**src/rtl/multi_tick_pkg.sv**
```systemverilog
// Shared types and helpers for the multi-channel tick generator.
package multi_tick_pkg;

    typedef enum logic [1:0] {
        IDLE = 2'd0,
        RUN  = 2'd1,
        DONE = 2'd2
    } state_t;

    localparam logic MODE_PERIODIC = 1'b0;
    localparam logic MODE_ONESHOT  = 1'b1;

    // Reset divisor CLK_FREQ/DEFAULT_FREQ, never below 1 so a channel always has a sane period.
    function automatic int unsigned reset_div(input int unsigned clk_freq,
                                              input int unsigned default_freq);
        int unsigned d;
        if (default_freq == 0) begin
            d = 1;
        end else begin
            d = clk_freq / default_freq;
        end
        if (d == 0) begin
            d = 1;
        end
        return d;
    endfunction

endpackage

```
**src/rtl/multi_tick_gen_channel.sv**
```systemverilog
// One tick channel: IDLE/RUN/DONE FSM, period counter, pending and active divisors.
module tick_channel
    import multi_tick_pkg::*;
#(
    parameter int unsigned DIV_W   = 32,
    parameter int unsigned RST_DIV = 1
) (
    input  logic             clk,
    input  logic             rst_n,
    input  logic             en,
    input  logic             mode,
    input  logic             div_load,
    input  logic [DIV_W-1:0] div_value,
    input  logic             sync_clr,
    output logic             tick,
    output logic             busy,
    output logic             done
);

    localparam logic [DIV_W-1:0] RST_DIV_W = DIV_W'(RST_DIV);

    state_t           state_q, state_d;
    logic [DIV_W-1:0] cnt_q, cnt_d;
    logic [DIV_W-1:0] act_q, act_d;
    logic [DIV_W-1:0] pend_q, pend_d;
    logic             tick_d, busy_d, done_d;
    logic [DIV_W-1:0] last_c;
    logic [DIV_W-1:0] load_val;
    logic             run_step;

    // Terminal count N-1, with divisor 0 and 1 both meaning a period of one cycle.
    assign last_c = (act_q <= DIV_W'(1)) ? '0 : act_q - DIV_W'(1);

    // State, counter, divisor and output registers.
    always_ff @(posedge clk or negedge rst_n) begin
        if (!rst_n) begin
            state_q <= IDLE;
            cnt_q   <= '0;
            act_q   <= RST_DIV_W;
            pend_q  <= RST_DIV_W;
            tick    <= 1'b0;
            busy    <= 1'b0;
            done    <= 1'b0;
        end else begin
            state_q <= state_d;
            cnt_q   <= cnt_d;
            act_q   <= act_d;
            pend_q  <= pend_d;
            tick    <= tick_d;
            busy    <= busy_d;
            done    <= done_d;
        end
    end

    // Next-state, counter and divisor update; the IDLE->RUN edge counts as the first run step.
    always_comb begin
        state_d  = state_q;
        cnt_d    = cnt_q;
        act_d    = act_q;
        pend_d   = pend_q;
        tick_d   = 1'b0;
        run_step = 1'b0;
        load_val = div_load ? div_value : pend_q;

        if (div_load) begin
            pend_d = div_value;
        end

        unique case (state_q)
            IDLE: begin
                cnt_d = '0;
                act_d = load_val;
                if (en && !sync_clr) begin
                    state_d  = RUN;
                    run_step = 1'b1;
                end
            end
            RUN: begin
                if (!en) begin
                    state_d = IDLE;
                    cnt_d   = '0;
                end else if (sync_clr) begin
                    cnt_d = '0;
                end else begin
                    run_step = 1'b1;
                end
            end
            DONE: begin
                cnt_d = '0;
                act_d = load_val;
                if (!en) begin
                    state_d = IDLE;
                end
            end
            default: begin
                state_d = IDLE;
                cnt_d   = '0;
            end
        endcase

        if (run_step) begin
            if (cnt_q == last_c) begin
                cnt_d  = '0;
                tick_d = 1'b1;
                act_d  = load_val;
                if (mode == MODE_ONESHOT) begin
                    state_d = DONE;
                end
            end else begin
                cnt_d = cnt_q + DIV_W'(1);
            end
        end

        busy_d = (state_d == RUN);
        done_d = (state_d == DONE);
    end

endmodule

```
**src/rtl/multi_tick_gen.sv**
```systemverilog
// Multi-channel programmable tick generator: slices divisors and fans out sync_clr.
module multi_tick_gen
    import multi_tick_pkg::*;
#(
    parameter int unsigned CLK_FREQ     = 50_000_000,
    parameter int unsigned DEFAULT_FREQ = 1,
    parameter int unsigned NUM_CH       = 4,
    parameter int unsigned DIV_W        = 32
) (
    input  logic                    clk,
    input  logic                    rst_n,
    input  logic [NUM_CH-1:0]       en,
    input  logic [NUM_CH-1:0]       mode,
    input  logic [NUM_CH-1:0]       div_load,
    input  logic [NUM_CH*DIV_W-1:0] div_value,
    input  logic                    sync_clr,
    output logic [NUM_CH-1:0]       tick,
    output logic [NUM_CH-1:0]       busy,
    output logic [NUM_CH-1:0]       done
);

    localparam int unsigned RST_DIV = reset_div(CLK_FREQ, DEFAULT_FREQ);

    // One independent channel per bit of en.
    for (genvar ch = 0; ch < NUM_CH; ch++) begin : g_ch
        tick_channel #(
            .DIV_W   (DIV_W),
            .RST_DIV (RST_DIV)
        ) u_ch (
            .clk       (clk),
            .rst_n     (rst_n),
            .en        (en[ch]),
            .mode      (mode[ch]),
            .div_load  (div_load[ch]),
            .div_value (div_value[ch*DIV_W +: DIV_W]),
            .sync_clr  (sync_clr),
            .tick      (tick[ch]),
            .busy      (busy[ch]),
            .done      (done[ch])
        );
    end

endmodule

```
**config.mk**
```make
export PLATFORM = sky130hd
export DESIGN_NAME = multi_tick_gen
export DESIGN_NICKNAME = d
export VERILOG_FILES = /design/src/rtl/multi_tick_pkg.sv /design/src/rtl/multi_tick_gen_channel.sv /design/src/rtl/multi_tick_gen.sv
export SDC_FILE = /design/constraint.sdc
export NUM_CORES = 1
export LEC_CHECK = 0
export BUFFER_PORTS_ARGS = -buffer_cell sky130_fd_sc_hd__buf_2
export CAP_MARGIN = 15
export CORE_ASPECT_RATIO = 0.7
export CORE_UTILIZATION = 45
export DETAILED_ROUTE_END_ITERATION = 7
export PLACE_DENSITY = 0.63
export SETUP_SLACK_MARGIN = 0.1
export SYNTH_ARGS = -nofsm -noshare
export SYNTH_HDL_FRONTEND = slang
export SYNTH_SLANG_ARGS = --single-unit
```
**constraint.sdc**
```tcl
create_clock -name clk -period 5.2 [get_ports clk]
set_input_delay 0.26 -clock clk [delete_from_list [all_inputs] [get_ports clk]]
set_output_delay 0.26 -clock clk [all_outputs]
set_load 0.01 [all_outputs]
```
# Word-level counts from Yosys, hierarchy flattened

Cells that the tools add are included.

Equality and inequality tests: 24
Multiplexer cells: 82
$add $sub $neg: 8
Magnitude comparators: 4
Reduce and logical (&&, ||, !) cells: 17

Operators with widths:

| kind                    | number |
|---|---|
| $mux W32                | 37 |
| $add A32 B1 Y32 const B | 4 |
| $eq A32 B32 Y1          | 4 |
| $le A32 B1 Y1 const B   | 4 |
| $sub A32 B1 Y32 const B | 4 |
| $mux W2                 | 20 |
| $mux W1                 | 17 |
| $eq A2 B1 Y1 const B    | 8 |
| $eq A2 B2 Y1 const B    | 8 |
| $ne A4 B3 Y1 const B    | 4 |
| $pmux W2 S2             | 4 |
| $reduce_or A2 Y1        | 8 |
| $logic_not A2 Y1        | 4 |
| $pmux W1 S2             | 4 |
| $logic_and A1 B1 Y1     | 4 |
| $logic_not A1 Y1        | 1 |

Register bits after elaboration: 404
Input port bits: 143

# Logic depth before layout (Yosys ltp)

Word-level depth: 8
Depth in mapped cells: 16
Mapped depth without buffers: 12

# Hierarchy

Synthesis repeated with hierarchy kept, for this count alone.

Cell total of the unflattened synthesis: 2292
Area, all modules: 24025.5 sq um

By module, submodules not included:

| module                           | cells each | seq. area each (sq um) | area an instance (sq um) | times used |
|---|---|---|---|---|
| tick_channel at g_ch[0].u_ch ... | 602        | 2557.5                 | 6154.7                   | 2 |
| tick_channel at g_ch[2].u_ch ... | 544        | 2557.5                 | 5858.1                   | 2 |

# Worst setup path before layout

Ideal clock, no wire load.

Path kind: register -> register
Start point: register g_ch[3].u_ch.act_q[0]
End point: register g_ch[3].u_ch.act_q[10]
Slack: 0.929 ns
Stages on the path, launching flop included: 16
Arrival time: 4.143 ns
Setup time: 0.128 ns
Cells stage by stage: dfrtp_1 -> clkbuf_1 -> inv_1 -> ha_1 -> clkbuf_1 -> nor3b_1 -> nand3_1 -> nor4_1 -> xnor2_1 -> o2111a_1 -> a31oi_1 -> or4b_1 -> nor4_4 -> nor3_2 -> buf_6 -> mux2_1

Longest elaborated chain between the ends: 5
Elaborated cells on any way between the ends: 6

Ends and longest elaborated chain:

| item                                             | RTL line                      | source |
|---|---|---|
| from (decl)                                      | multi_tick_gen_channel.sv:24  | `logic [DIV_W-1:0] act_q, act_d;` |
| from (signal assigned)                           | multi_tick_gen_channel.sv:47  | `act_q <= act_d;` |
| $sub A32 B1 Y32 or $le A32 B1 Y1 (tied branches) | multi_tick_gen_channel.sv:32  | `assign last_c = (act_q <= DIV_W'(1)) ? '0 : act_q - DIV_W'(1);` |
| $mux W32 *                                       | multi_tick_gen_channel.sv:32  |  |
| $eq A32 B32 Y1 *                                 | multi_tick_gen_channel.sv:102 | `if (cnt_q == last_c) begin` |
| $mux W32 *                                       | multi_tick_gen_channel.sv:102 |  |
| $mux W32 *                                       | multi_tick_gen_channel.sv:101 | `if (run_step) begin` |
| net g_ch[3].u_ch.act_d[10]                       | multi_tick_gen_channel.sv:24  |  |

Mark *: on every way through the listed nets, which the timed path passes. The rest lies on a longest branch.
A chain may end at the register's enable or synchronous reset.

# Final worst setup path

Start point: register g_ch[3].u_ch.act_q[16]
End point: register g_ch[3].u_ch.act_q[29]

Same word-level chain as after synthesis.

==> flow_summary.ini <==
[global_routing]
grt_max_degree = 106
antenna_found_initial = 4
overflow = 0
grt_pass1_wl_um = 103600
grt_pass1_vias = 18550
grt.total_usage_pct = 24.23

[timing]
tightestPinTransition_ns = 0.9672
slew-limit-headroom_pct = 34.92
fmaxAchievable_mhz = 214.0
hold_viol_final = 0
clock-skew-final_ns = 0.01260
finalSetupTns_ns = 0
drv_slew = 0
rsz0062_at_grt = no
finalCritPeriodShare_pct = 89.85
finalCriticalPeriod_ns = 4.672
setup_viol = 0

[critical_path]
r2r_start = g_ch[3].u_ch.act_q[16]
worstPathMaxFanout = 24
critPathBufInv = 1
regToRegEndpoint = g_ch[3].u_ch.act_q[29]
slowest_delay_ns = 0.67
worst-path-stages = 11
crit_path_top_delay_cell = or4_1
reg2reg_slack_ns = 0.53
crit_path_start_kind = flop
crit_type = reg -> reg
arrival_ns = 5.11
path_cells = or3_1 -> or4_1 -> nor2_1 -> xor2_1 -> a2111oi_0 -> a31oi_1 -> or4b_1 -> nor4_4 -> nor3_4 -> buf_4 -> mux2_1
critPathCaptureType = flop
r2r_cells = 11
crit_family = simple AND/OR/NAND/NOR gates
required_ns = 5.64

[floorplanning]
start_util_pct = 46.00
die_area_um2 = 53350
pin_count = 155
die_x_um = 275.6
die_y_um = 193.6
coreArea_um2 = 51280
rows = 69

[worst_hold_path]
hold_depth = 4
min_to = g_ch[3].u_ch.state_q[0]
min_path_type = in -> reg
holdCritStartpoint = en[3]

[clock_tree]
hold_buffers = 133
post_cts_buffers = 0
tritoncts = done
cts.sink_count = 404
numCtsBuffers = 41
cts-root-buf = clkbuf_16
insertion_delay_ns = 0.57
cts.clk_slew.worst_paths_ns = 0.06
htreeDepth = 2
clockBufferDepth = 3
cts_resized = 0

[power_and_ir_drop]
power.switching_w = 0.004233
pwr-share-seq_pct = 42.0
power_leakage_nw = 10.95
intPower_w = 0.007671
switching_share_pct = 35.56
p_comb_share_pct = 32.6
p_per_area_nw_per_um2 = 429.7
power.share.clock_pct = 25.3
max-vdd-ir-drop_mv = 0.2725

[route]
wl_per_cell_um = 19.92
drc_errors = 0
vias = 18740
vias_per_cell = 5.813
drt_pass1_iterations = 6
wirelength_um = 64210
dr.first_iter.drc_count = 1722
drtAntennaViolNets = 0

[synth]
syn-cell-area_um2 = 23590
ys_top_cells_by_count = dfrtp_1, mux2_2, nor2_1
synth_cell_types = 92
syn_area_per_cell_um2 = 10.32
syn-num-nets = 2457
ys_seq_area_share_pct = 43.37
synth_top_area_cell = dfrtp_1
synthTopCellsByArea = dfrtp_1, dfstp_2, mux2_2
ys_async_sr_fraction_pct = 100.0
syn_inst = 2286
synth.ff_latch_count = 404
synth_edf_count = 0
synth.most_common_cell = dfrtp_1
synth_top_cell_area_share_pct = 32.68
ys.flop_type = dfrtp_1
yosys_warnings = 0

[run]
drv_cap = 0

[layout]
num-fill-cells = 4468
area_growth_pct = 17.45
drive_above_1_share_pct = 25.52
utilization_pct = 54.02
nNetsFinal = 2687

[placed_design]
gp_congestion = 0.9839
io_buffers = 154
dp_hpwl_um = 46310

[outcome]
status = completed
[power by group through the flow]
stage	combinational (W)	sequential, W	clock [W]
3_5_place_dp	0.00374	0.00503	0
6_report	0.00388	0.00500	0.00302
5_1_grt	0.00422	0.00511	0.00325
4_1_cts	0.00385	0.00499	0.00312
2_1_floorplan	0.00315	0.00447	0
3_3_place_gp	0.00366	0.00499	0
[final cells by class]
cell class                      instances  area, µm²  area share (%)
Multi-Input combinational cell       1674      12520           45.21
Sequential cell                       404      10230           36.93
Timing Repair Buffer                  342       2550           9.205
Clock buffer                           63       1209           4.363
Tap cell                              674      843.3           3.044
Inverter                               53      198.9          0.7181
Clock inverter                         11      143.9          0.5194
Antenna cell                            2      5.005         0.01807
[worst min-delay path, cell delays in order]
cell and delay, ns:
buf_2 0.12, a22oi_1 0.16, or2_2 0.14, a21oi_1 0.04
[flip-flops by register name, indices dropped and copies added (netlist names)]
name               count
g_ch.u_ch.state_q      8
g_ch.u_ch.tick         4
g_ch.u_ch.cnt_q      128
g_ch.u_ch.pend_q     128
g_ch.u_ch.done         4
g_ch.u_ch.busy         4
g_ch.u_ch.act_q      128
[layout by cell type (no fill, tap or decap), types with 13 or more instances in the layout]
| cell | count |
|---|---|
| a211oi_1 | 19 |
| a21oi_1 | 42 |
| and3_1 | 27 |
| buf_2 | 153 |
| buf_4 | 53 |
| clkbuf_16 | 41 |
| dfrtp_1 | 308 |
| dfstp_2 | 96 |
| dlygate4sd3_1 | 133 |
| ha_1 | 28 |
| inv_1 | 53 |
| mux2_1 | 19 |
| mux2_2 | 188 |
| mux2_4 | 54 |
| mux2i_1 | 14 |
| nand2_1 | 94 |
| nand2b_1 | 18 |
| nand3_1 | 90 |
| nand4_1 | 60 |
| nor2_1 | 163 |
| nor2b_1 | 13 |
| nor3_1 | 160 |
| nor3b_1 | 16 |
| nor4_1 | 64 |
| o21ai_0 | 42 |
| o31ai_1 | 22 |
| or2_2 | 16 |
| or3_1 | 35 |
| or4_1 | 31 |
| xnor2_1 | 129 |
| xor2_1 | 100 |
[cells by family (layout without fill, tap and decap cells)]
family	after synthesis	count (layout)	share of synthesized area [%]
muxes	275	275	13.91
AOI/OAI and AO/OA	276	276	8.355
other	0	2	0
xor gates and xnor gates	237	237	9.272
DFF	404	404	43.37
buffers and inverters	208	469	3.814
adders and majority gates	29	29	1.528
and+or+nand+nor	857	857	19.75
[per-stage QoR]
stage	setup slack (ns)	power [W]	hold WS (ns)	cell area, µm²	cells
6_report	0.5276	0.01190	0.1925	27700	3223
5_1_grt	0.2956	0.01259	0.1647	27700	3222
4_1_cts	0.5923	0.01195	0.1453	27700	3221
3_5_place_dp	0.6090	0.008772	0.3808	25010	3014
3_3_place_gp	0.6166	0.008649	0.3652	25010	3014
2_1_floorplan	0.9291	0.007629	-0.03559	23590	2286
[worst max-delay path by stage]
stage / from / endpoint
floorplan: g_ch[3].u_ch.act_q[0] / g_ch[3].u_ch.act_q[10]
global placement: g_ch[1].u_ch.act_q[10] / g_ch[1].u_ch.act_q[10]
detailed placement: g_ch[1].u_ch.act_q[6] / g_ch[1].u_ch.act_q[27]
CTS: g_ch[1].u_ch.act_q[6] / g_ch[1].u_ch.act_q[27]
global route: g_ch[1].u_ch.act_q[10] / g_ch[1].u_ch.act_q[3]
finish: g_ch[3].u_ch.act_q[16] / g_ch[3].u_ch.act_q[29]
[per-layer routing]
| layer | global-route usage [%] | vias up | wire [µm] |
|---|---|---|---|
| met2 | 34.52 | 609 | 27140 |
| met4 | 5.218 | 0 | 1105 |
| met1 | 37.89 | 9258 | 31590 |
| met3 | 4.208 | 88 | 4368 |
| met5 | 0 | - | 0 |
| li1 | - | 8780 | - |
Note: power is estimated with default switching activity, not from simulation.
